### src/rtl/simon_pkt_rx.sv
// Byte-serial packet receiver feeding SIMON_dataIN: assembles info/count/payload
// bytes into a one-packet buffer and presents it with the newPKT/loadPKT/donePKT handshake.
module simon_pkt_rx #(
    parameter int N = 32
) (
    input  logic                  clk,
    input  logic                  nR,
    input  logic [7:0]            rx_byte,
    input  logic                  rx_valid,
    output logic                  rx_ready,
    output logic [(1+N/2):0][7:0] in,
    output logic                  in_newPKT,
    input  logic                  in_loadPKT,
    input  logic                  in_donePKT,
    output logic [7:0]            pkt_cnt,
    output logic                  seq_err
);
    localparam int P  = N/2 + 2;
    localparam int BW = $clog2(P);
    localparam logic [BW-1:0] LAST = BW'(P-1);

    typedef enum logic [1:0] {EMPTY, PRESENT, WAIT_DONE} state_t;

    state_t            state_q;
    logic [P-1:0][7:0] asm_q;
    logic [P-1:0][7:0] in_q;
    logic [BW-1:0]     bidx_q, bidx_d;
    logic              asm_full_q;
    logic              new_q;
    logic              seq_err_q;
    logic [7:0]        pkt_cnt_q, exp_cnt_q;
    logic              accept, xfer;

    assign accept = rx_valid && !asm_full_q;
    assign xfer   = (state_q == EMPTY) && asm_full_q;
    assign bidx_d = (bidx_q == LAST) ? '0 : bidx_q + 1'b1;

    assign rx_ready  = !asm_full_q;
    assign in        = in_q;
    assign in_newPKT = new_q;
    assign pkt_cnt   = pkt_cnt_q;
    assign seq_err   = seq_err_q;

    // First byte lands in the top slot so the buffer reads info, count, payload MSB-first.
    always_ff @(posedge clk or negedge nR) begin
        if (!nR) begin
            asm_q      <= '0;
            bidx_q     <= '0;
            asm_full_q <= 1'b0;
        end else begin
            if (accept) begin
                asm_q[LAST - bidx_q] <= rx_byte;
                bidx_q               <= bidx_d;
                if (bidx_q == LAST)
                    asm_full_q <= 1'b1;
            end else if (xfer) begin
                asm_full_q <= 1'b0;
            end
        end
    end

    always_ff @(posedge clk or negedge nR) begin
        if (!nR) begin
            state_q   <= EMPTY;
            in_q      <= '0;
            new_q     <= 1'b0;
            pkt_cnt_q <= '0;
            seq_err_q <= 1'b0;
            exp_cnt_q <= '0;
        end else begin
            case (state_q)
                EMPTY: begin
                    if (asm_full_q) begin
                        in_q      <= asm_q;
                        state_q   <= PRESENT;
                        new_q     <= 1'b1;
                        pkt_cnt_q <= pkt_cnt_q + 8'd1;
                        if (asm_q[N/2] != exp_cnt_q)
                            seq_err_q <= 1'b1;
                        // Resync to the received count so a single gap flags once.
                        exp_cnt_q <= asm_q[N/2] + 8'd1;
                    end
                end
                PRESENT: begin
                    if (in_loadPKT) begin
                        state_q <= WAIT_DONE;
                        new_q   <= 1'b0;
                    end
                end
                WAIT_DONE: begin
                    if (in_donePKT)
                        state_q <= EMPTY;
                end
                default: begin
                    state_q <= EMPTY;
                    new_q   <= 1'b0;
                end
            endcase
        end
    end
endmodule

### config.mk
export PLATFORM = sky130hd
export DESIGN_NAME = simon_pkt_rx
export DESIGN_NICKNAME = d
export VERILOG_FILES = /design/src/rtl/simon_pkt_rx.sv
export SDC_FILE = /design/constraint.sdc
export NUM_CORES = 1
export LEC_CHECK = 0
export ABC_AREA = 1
export CORE_MARGIN = 2
export CORE_UTILIZATION = 59
export CTS_CLUSTER_DIAMETER = 30
export CTS_CLUSTER_SIZE = 20
export DETAILED_ROUTE_END_ITERATION = 8
export PLACE_DENSITY = 0.95
export SETUP_SLACK_MARGIN = 0.5
export SKIP_CTS_REPAIR_TIMING = 1
export SLEW_MARGIN = 40
export SYNTH_ARGS = -nofsm -noshare
export SYNTH_HDL_FRONTEND = slang
export SYNTH_SLANG_ARGS = --single-unit
### constraint.sdc
create_clock -name clk -period 2.91 [get_ports clk]
set_input_delay 0.4365 -clock clk [delete_from_list [all_inputs] [get_ports clk]]
set_output_delay 0.4365 -clock clk [all_outputs]
set_load 0.01 [all_outputs]
==> out/results.ini, run 1 <==
[outcome]
outcome=finished, final reports clean

[routing]
route.detailed.drc=0
iteration_count_of_the_initial_detailed_routing_pass=5
routed-via-count=10200
final_antenna_net_count=0
vias_per_inst=5.63
wirelength_um=32900
wl_per_cell_um=18.2
dr.first_iter.drc_count=1128

[layout]
fraction_of_final_layout_cells_with_drive_strength_greater_than_1=0.0798
area_growth_syn_to_layout_pct=29.5
layout.cells.non_filler=1812
mostFrequentLayoutCells=sky130_fd_sc_hd__nand2_1, sky130_fd_sc_hd__dfrtp_1, sky130_fd_sc_hd__clkdlybuf4s50_1
final_nets=1529
fill_cells=1133
mostFrequentLayoutCell=sky130_fd_sc_hd__nand2_1
antenna-diode-count=0

[global_routing]
gr-total-overflow=0
global_route_wire_length_before_repair_um=53400
maximum_number_of_pins_on_one_net_before_global_route_repair=119
all_layer_global_routing_usage=0.308
grt_antenna_before_repair=0
vias_in_the_first_global_route=10400

[setup_path]
slowest_stage_cell_cp=sky130_fd_sc_hd__dfrtp_1
timing.reg2reg.setup_slack_ps=690
worst_r2r_src=bidx_q[0]$_DFFE_PN0P_
worstPathBufferInverterCount=3
crit_path_start=bidx_q[0]$_DFFE_PN0P_
cp_slowest_stage_delay_ps=420
cp_top_family=simple AND/OR/NAND/NOR gates
worstSetupEndpointType=register
setup.worst_path.class=register to register
cp_data_required_time_ps=3320
ff2ff_path_depth=8
cp-start-kind=register
worst_flop_to_flop_path_endpoint=asm_q[122]$_DFFE_PN0P_
worstPathMaxFanout=18
path_cells=inv_1 -> ha_1 -> inv_1 -> nor2_1 -> buf_4 -> nand4_1 -> nand2_1 -> nand2_1
critical_path_arrival_ps=2630

[worst_hold_path]
type_of_the_worst_min_delay_path=input port to async pin

[sta]
timing.clock.skew_ps=20.8
timing.final.crit_share=0.764
setup_violations=0
hold_violations=0
grt_setup_unrepaired=no
count_of_final_max_slew_check_failures=0
worstMarginPinSlew_ps=718
worst_slew_margin_rel=0.521
final_critical_delay_including_setup_and_external_delays_ps=2220
totalNegativeSetupSlack_ps=0
timing.final.ws_setup_ps=688
fmax_mhz=450

[synthesis]
post_syn_area_per_cell_um2=9.10
synth_top_area_share=0.644
syn_nets=1361
netlist_top_cells_area=sky130_fd_sc_hd__dfrtp_1, sky130_fd_sc_hd__nand2_1, sky130_fd_sc_hd__nand3_1
synth-seq-cells=314
ys_seq_area_frac=0.644
synthCells=1340
synthesis.yosys.warnings=0
post-synth-top-area-cell=sky130_fd_sc_hd__dfrtp_1
yosysUniqueCellTypes=23
syn-cell-area_um2=12200

[floorplan]
io-pin-count=168
die-height_um=148
fp.dieArea_um2=21800
die_x_um=148
floorplan.rows=52
core-area_um2=20200
initial_utilization=0.603

[pwr]
total_leakage_power_nw=8.05
design_power_total_mw=18.5
vdd.ir_drop.worst_mv=0.551
power.density_nw_per_um2=1170

[cts]
clk_path_buf_depth=3
cts-root-buf=sky130_fd_sc_hd__clkbuf_16
cts-buffers-inserted=45
tritoncts_clock_tree=done
clk_latency_ps=540
clock_tree.htree_level_count=2
clkTransAtPathRegs_ps=60
cts.sinks=314

[placed_design]
place.port_buffers=167
detailed_place_hpwl_um=19100
routabilityCongestion=0.828
place_inst=1728
dp_worst_setup_slack_ps=411

[run]
cap_violations=0

## worst max path at each step
stage,cells past startpoint,to
floorplan,7,asm_q[21]$_DFFE_PN0P_
global placement,9,asm_q[9]$_DFFE_PN0P_
detailed placement,8,asm_q[8]$_DFFE_PN0P_
CTS,9,asm_q[17]$_DFFE_PN0P_
global route,9,asm_q[0]$_DFFE_PN0P_
finish,8,asm_q[122]$_DFFE_PN0P_
## power by group
group | total, mW | internal [mW] | switching (mW)
Sequential | 7.34 | 6.09 | 1.24
Combinational | 5.67 | 2.49 | 3.18
Clock | 5.53 | 3.40 | 2.13
## state kept, by name, summed over array words and instances (netlist names)
signal	cells
seq_err	1
in_newPKT	1
exp_cnt_q	8
bidx_q	5
asm_full_q	1
asm_q	144
in	144
pkt_cnt	8
state_q	2
## through the flow
step	hold slack (ps)	cell area (um^2)	util
3_5_place_dp	417	14200	0.700
3_3_place_gp	412	14200	0.700
5_1_grt	477	15800	0.780
2_1_floorplan	141	12200	-
6_report	431	15800	0.780
4_1_cts	-144	15700	0.776
## cells by family (layout without fill, tap and decap cells)
family | count (synthesis) | in the layout | synth area share
AND/OR/NAND/NOR | 798 | 798 | 0.258
flip-flops | 314 | 314 | 0.644
buffers and inverters | 101 | 303 | 0.0340
AO/OA/AOI/OAI | 99 | 99 | 0.0410
XOR/XNOR | 20 | 20 | 0.0144
adder cells (fa/ha/maj) | 8 | 8 | 0.00821
## per-layer routing
metal	track usage	routed length (um)	vias up
met5	0	0	-
met4	0.162	1610	0
met3	0.0552	2600	149
met2	0.498	16000	563
met1	0.404	12700	4943
li1	-	-	4552
## worst reg2reg max path, stage by stage, from the launching register on
cell	delay (ps)
sky130_fd_sc_hd__dfrtp_1	420
sky130_fd_sc_hd__inv_1	150
sky130_fd_sc_hd__ha_1	170
sky130_fd_sc_hd__inv_1	40
sky130_fd_sc_hd__nor2_1	350
sky130_fd_sc_hd__buf_4	330
sky130_fd_sc_hd__nand4_1	370
sky130_fd_sc_hd__nand2_1	180
sky130_fd_sc_hd__nand2_1	80
## Yosys cell counts
master / n
sky130_fd_sc_hd__o21ai_1: 2
sky130_fd_sc_hd__nand3_1: 93
sky130_fd_sc_hd__a21oi_1: 3
sky130_fd_sc_hd__o31ai_1: 1
sky130_fd_sc_hd__nand2_2: 2
sky130_fd_sc_hd__nor2_2: 1
sky130_fd_sc_hd__ha_1: 8
sky130_fd_sc_hd__nor2_1: 23
sky130_fd_sc_hd__and3_1: 1
sky130_fd_sc_hd__xor2_1: 6
sky130_fd_sc_hd__buf_1: 7
sky130_fd_sc_hd__buf_4: 3
sky130_fd_sc_hd__clkinv_1: 1
sky130_fd_sc_hd__inv_2: 1
sky130_fd_sc_hd__clkbuf_1: 42
sky130_fd_sc_hd__o21ai_0: 92
sky130_fd_sc_hd__nand2_1: 668
sky130_fd_sc_hd__xnor2_1: 14
sky130_fd_sc_hd__dfrtp_1: 314
sky130_fd_sc_hd__nand4_1: 10
sky130_fd_sc_hd__inv_1: 28
sky130_fd_sc_hd__buf_2: 19
sky130_fd_sc_hd__o211ai_1: 1
## area by class of cell
class	count	area, um^2	share of cell area
Multi-Input combinational cell	925	4000	0.253
Tap cell	270	338	0.0214
Inverter	30	115	0.00729
Clock inverter	31	373	0.0236
Clock buffer	50	1160	0.0738
Sequential cell	314	7860	0.498
Timing Repair Buffer	192	1940	0.123
Power figures use the tool's default switching activity.
==> run 2: changes to the inputs <==
- CORE_UTILIZATION: 59 -> 49
- PLACE_DENSITY: 0.95 -> 0.86
- clock period: 2.91 -> 2 ns (I/O delays scaled with it)
==> run 2 against run 1 <==
Against the previous run:
- sequential power is 47% higher
- fmax up 19%
- combinational power rose by 96%
- via count grew 7.3%
- clock skew grew 17 ps
- setup slack got worse by 560 ps
- largest cell class unchanged
- non-clock buffer count is 54 higher
- clock power grew 55%
- final area increased by 15%
- critical path depth up 3
- critical endpoint is now asm_q[47]$_DFFE_PN0P_
- critical path type unchanged
- global-route usage is 6.3 points lower
- cell count increased by 6.7%
==> out/results.ini, run 2 (synthesized netlist as in run 1, its figures left out) <==
[outcome]
outcome=finished, final reports clean

[setup_path]
worstPathBufferInverterCount=4  ; +1
instance_count_on_the_critical_path=11  ; +3
ff2ff_path_depth=11  ; +3
setup.worst_path.class=register to register
critical_path_arrival_ps=2270  ; -360 ps
worstPathMaxFanout=8  ; -10
slowest_stage_cell_cp=sky130_fd_sc_hd__dfrtp_2
cp_data_required_time_ps=2400  ; -920 ps
crit_top_cell=sky130_fd_sc_hd__inv_2
cp_top_family=simple AND/OR/NAND/NOR gates
path_cells=inv_2 -> ha_4 -> inv_2 -> nand2_2 -> nand2_4 -> buf_6 -> nor2_4 -> buf_12 -> nand3_4 -> nand2_1 -> o21ai_1
cp-start-kind=register
worstSetupEndpointType=register
cp_slowest_stage_delay_ps=450  ; +30 ps

[cts]
clock_tree.htree_level_count=2  ; unchanged
cts-root-buf=sky130_fd_sc_hd__clkbuf_16
clk_latency_ps=570  ; +30 ps
cts.sinks=314  ; unchanged
cts-buffers-inserted=49  ; +8.9%
clkTransAtPathRegs_ps=60  ; about the same
clk_path_buf_depth=3  ; unchanged
tritoncts_clock_tree=done

[sta]
worstMarginPinSlew_ps=773  ; +54.7 ps
grt_setup_unrepaired=yes
setup_violations=0  ; unchanged
timing.final.ws_setup_ps=131  ; -556 ps
fmax_mhz=535  ; +19%
timing.final.crit_share=0.934  ; +0.171
hold_violations=0  ; unchanged
totalNegativeSetupSlack_ps=0  ; unchanged
final.hold.worst_slack_ps=255  ; -176 ps
count_of_final_max_slew_check_failures=0  ; unchanged
final_critical_delay_including_setup_and_external_delays_ps=1870  ; -354 ps
timing.clock.skew_ps=37.6  ; +16.7 ps
worst_slew_margin_rel=0.484  ; -0.0370

[routing]
wirelength_um=39800  ; +21%
vias_per_inst=5.67  ; +0.62%
route.detailed.drc=0  ; unchanged
wl_per_cell_um=20.6  ; +13%
dr.first_iter.drc_count=1167  ; +3.5%
iteration_count_of_the_initial_detailed_routing_pass=5  ; unchanged
final_antenna_net_count=0  ; unchanged
routed-via-count=11000  ; +7.3%

[worst_hold_path]
type_of_the_worst_min_delay_path=input port to async pin

[pwr]
switchingPower_mw=11.5  ; +75%
pwr-share-seq=0.356  ; -0.040
power_report.internal_total_mw=19.0  ; +59%
swShare=0.377  ; +0.0233
power.density_nw_per_um2=1680  ; +43%
p_comb_frac=0.363  ; +0.057
total_leakage_power_nw=11.0  ; +37%
p_clk_frac=0.281  ; -0.017
vdd.ir_drop.worst_mv=0.908  ; +65%
design_power_total_mw=30.5  ; +65%

[global_routing]
maximum_number_of_pins_on_one_net_before_global_route_repair=75  ; -37%
global_route_wire_length_before_repair_um=51500  ; -3.5%
all_layer_global_routing_usage=0.246  ; -0.0627
grt_antenna_before_repair=0  ; unchanged
gr-total-overflow=0  ; unchanged
vias_in_the_first_global_route=9859  ; -5.6%

[placed_design]
place_inst=1796  ; +3.9%
detailed_place_hpwl_um=19800  ; +3.8%
dp_worst_setup_slack_ps=-0.974  ; -412 ps
routabilityCongestion=0.839  ; +1.4%
place.port_buffers=167  ; unchanged
placed_cell_area_um2=14400  ; +2.0%

[layout]
mostFrequentLayoutCell=sky130_fd_sc_hd__nand2_1
layout.cells.non_filler=1933  ; +6.7%
fill_cells=1412  ; +25%
fraction_of_final_layout_cells_with_drive_strength_greater_than_1=0.229  ; +0.150
final_area_um2=18100  ; +15%
multiInputGateArea_um2=5000  ; +25%
final_core_density=0.743  ; -0.0369
sequential_cell_area_um2=7870  ; about the same
final_nets=1594  ; +4.3%
area_growth_syn_to_layout_pct=48.7
mostFrequentLayoutCells=sky130_fd_sc_hd__nand2_1, sky130_fd_sc_hd__dfrtp_1, sky130_fd_sc_hd__dlymetal6s2s_1
antenna-diode-count=0  ; unchanged

[floorplan]
fp.dieArea_um2=26200  ; +20%
io-pin-count=168  ; unchanged
core-area_um2=24400  ; +21%
die-height_um=162  ; +9.5%
die_x_um=162  ; +9.5%
initial_utilization=0.500  ; -0.103
floorplan.rows=57  ; +9.6%

[run]
cap_violations=0  ; unchanged

## run 2: per-layer routing
| layer | part of all wire | vias up | GRT usage | wire length, um |
|---|---|---|---|---|
| met2 | 0.49 | 686 | 0.405 | 19500 |
| met3 | 0.088 | 168 | 0.0465 | 3500 |
| met4 | 0.054 | 0 | 0.0965 | 2140 |
| met1 | 0.37 | 5366 | 0.326 | 14600 |
| met5 | 0 | - | 0 | 0 |
| li1 | - | 4736 | - | - |
## run 2: path summary, 6_finish.rpt
check / from / end / slack, ps
max in group asynchronous: nR / asm_full_q$_DFFE_PN0P_ / 1000
hold reg to reg: asm_q[53]$_DFFE_PN0P_ / in[53]$_DFFE_PN0P_ / 460
min in group clk: in_loadPKT / state_q[0]$_DFFE_PN0P_ / 400
setup / recovery: bidx_q[2]$_DFFE_PN0P_ / asm_q[47]$_DFFE_PN0P_ / 130
setup reg to reg: bidx_q[2]$_DFFE_PN0P_ / asm_q[47]$_DFFE_PN0P_ / 130
hold / removal: nR / in[40]$_DFFE_PN0P_ / 250
## run 2: final cells by class
| cell class | count | share of cell area |
|---|---|---|
| Sequential cell | 314 | 0.434 |
| Multi-Input combinational cell | 932 | 0.276 |
| Timing Repair Buffer | 246 | 0.169 |
| Clock buffer | 53 | 0.0690 |
| Clock inverter | 34 | 0.0224 |
| Tap cell | 324 | 0.0224 |
| Inverter | 30 | 0.00711 |
## run 2: power by group through the flow
stage               Sequential, mW  Clock, mW  Combinational, mW
floorplan                     10.7          0               4.12
global placement              10.6          0               7.80
detailed placement            10.6          0               8.12
CTS                           10.6       8.58               8.30
global route                  11.1       8.94               11.8
finish                        10.8       8.59               11.1
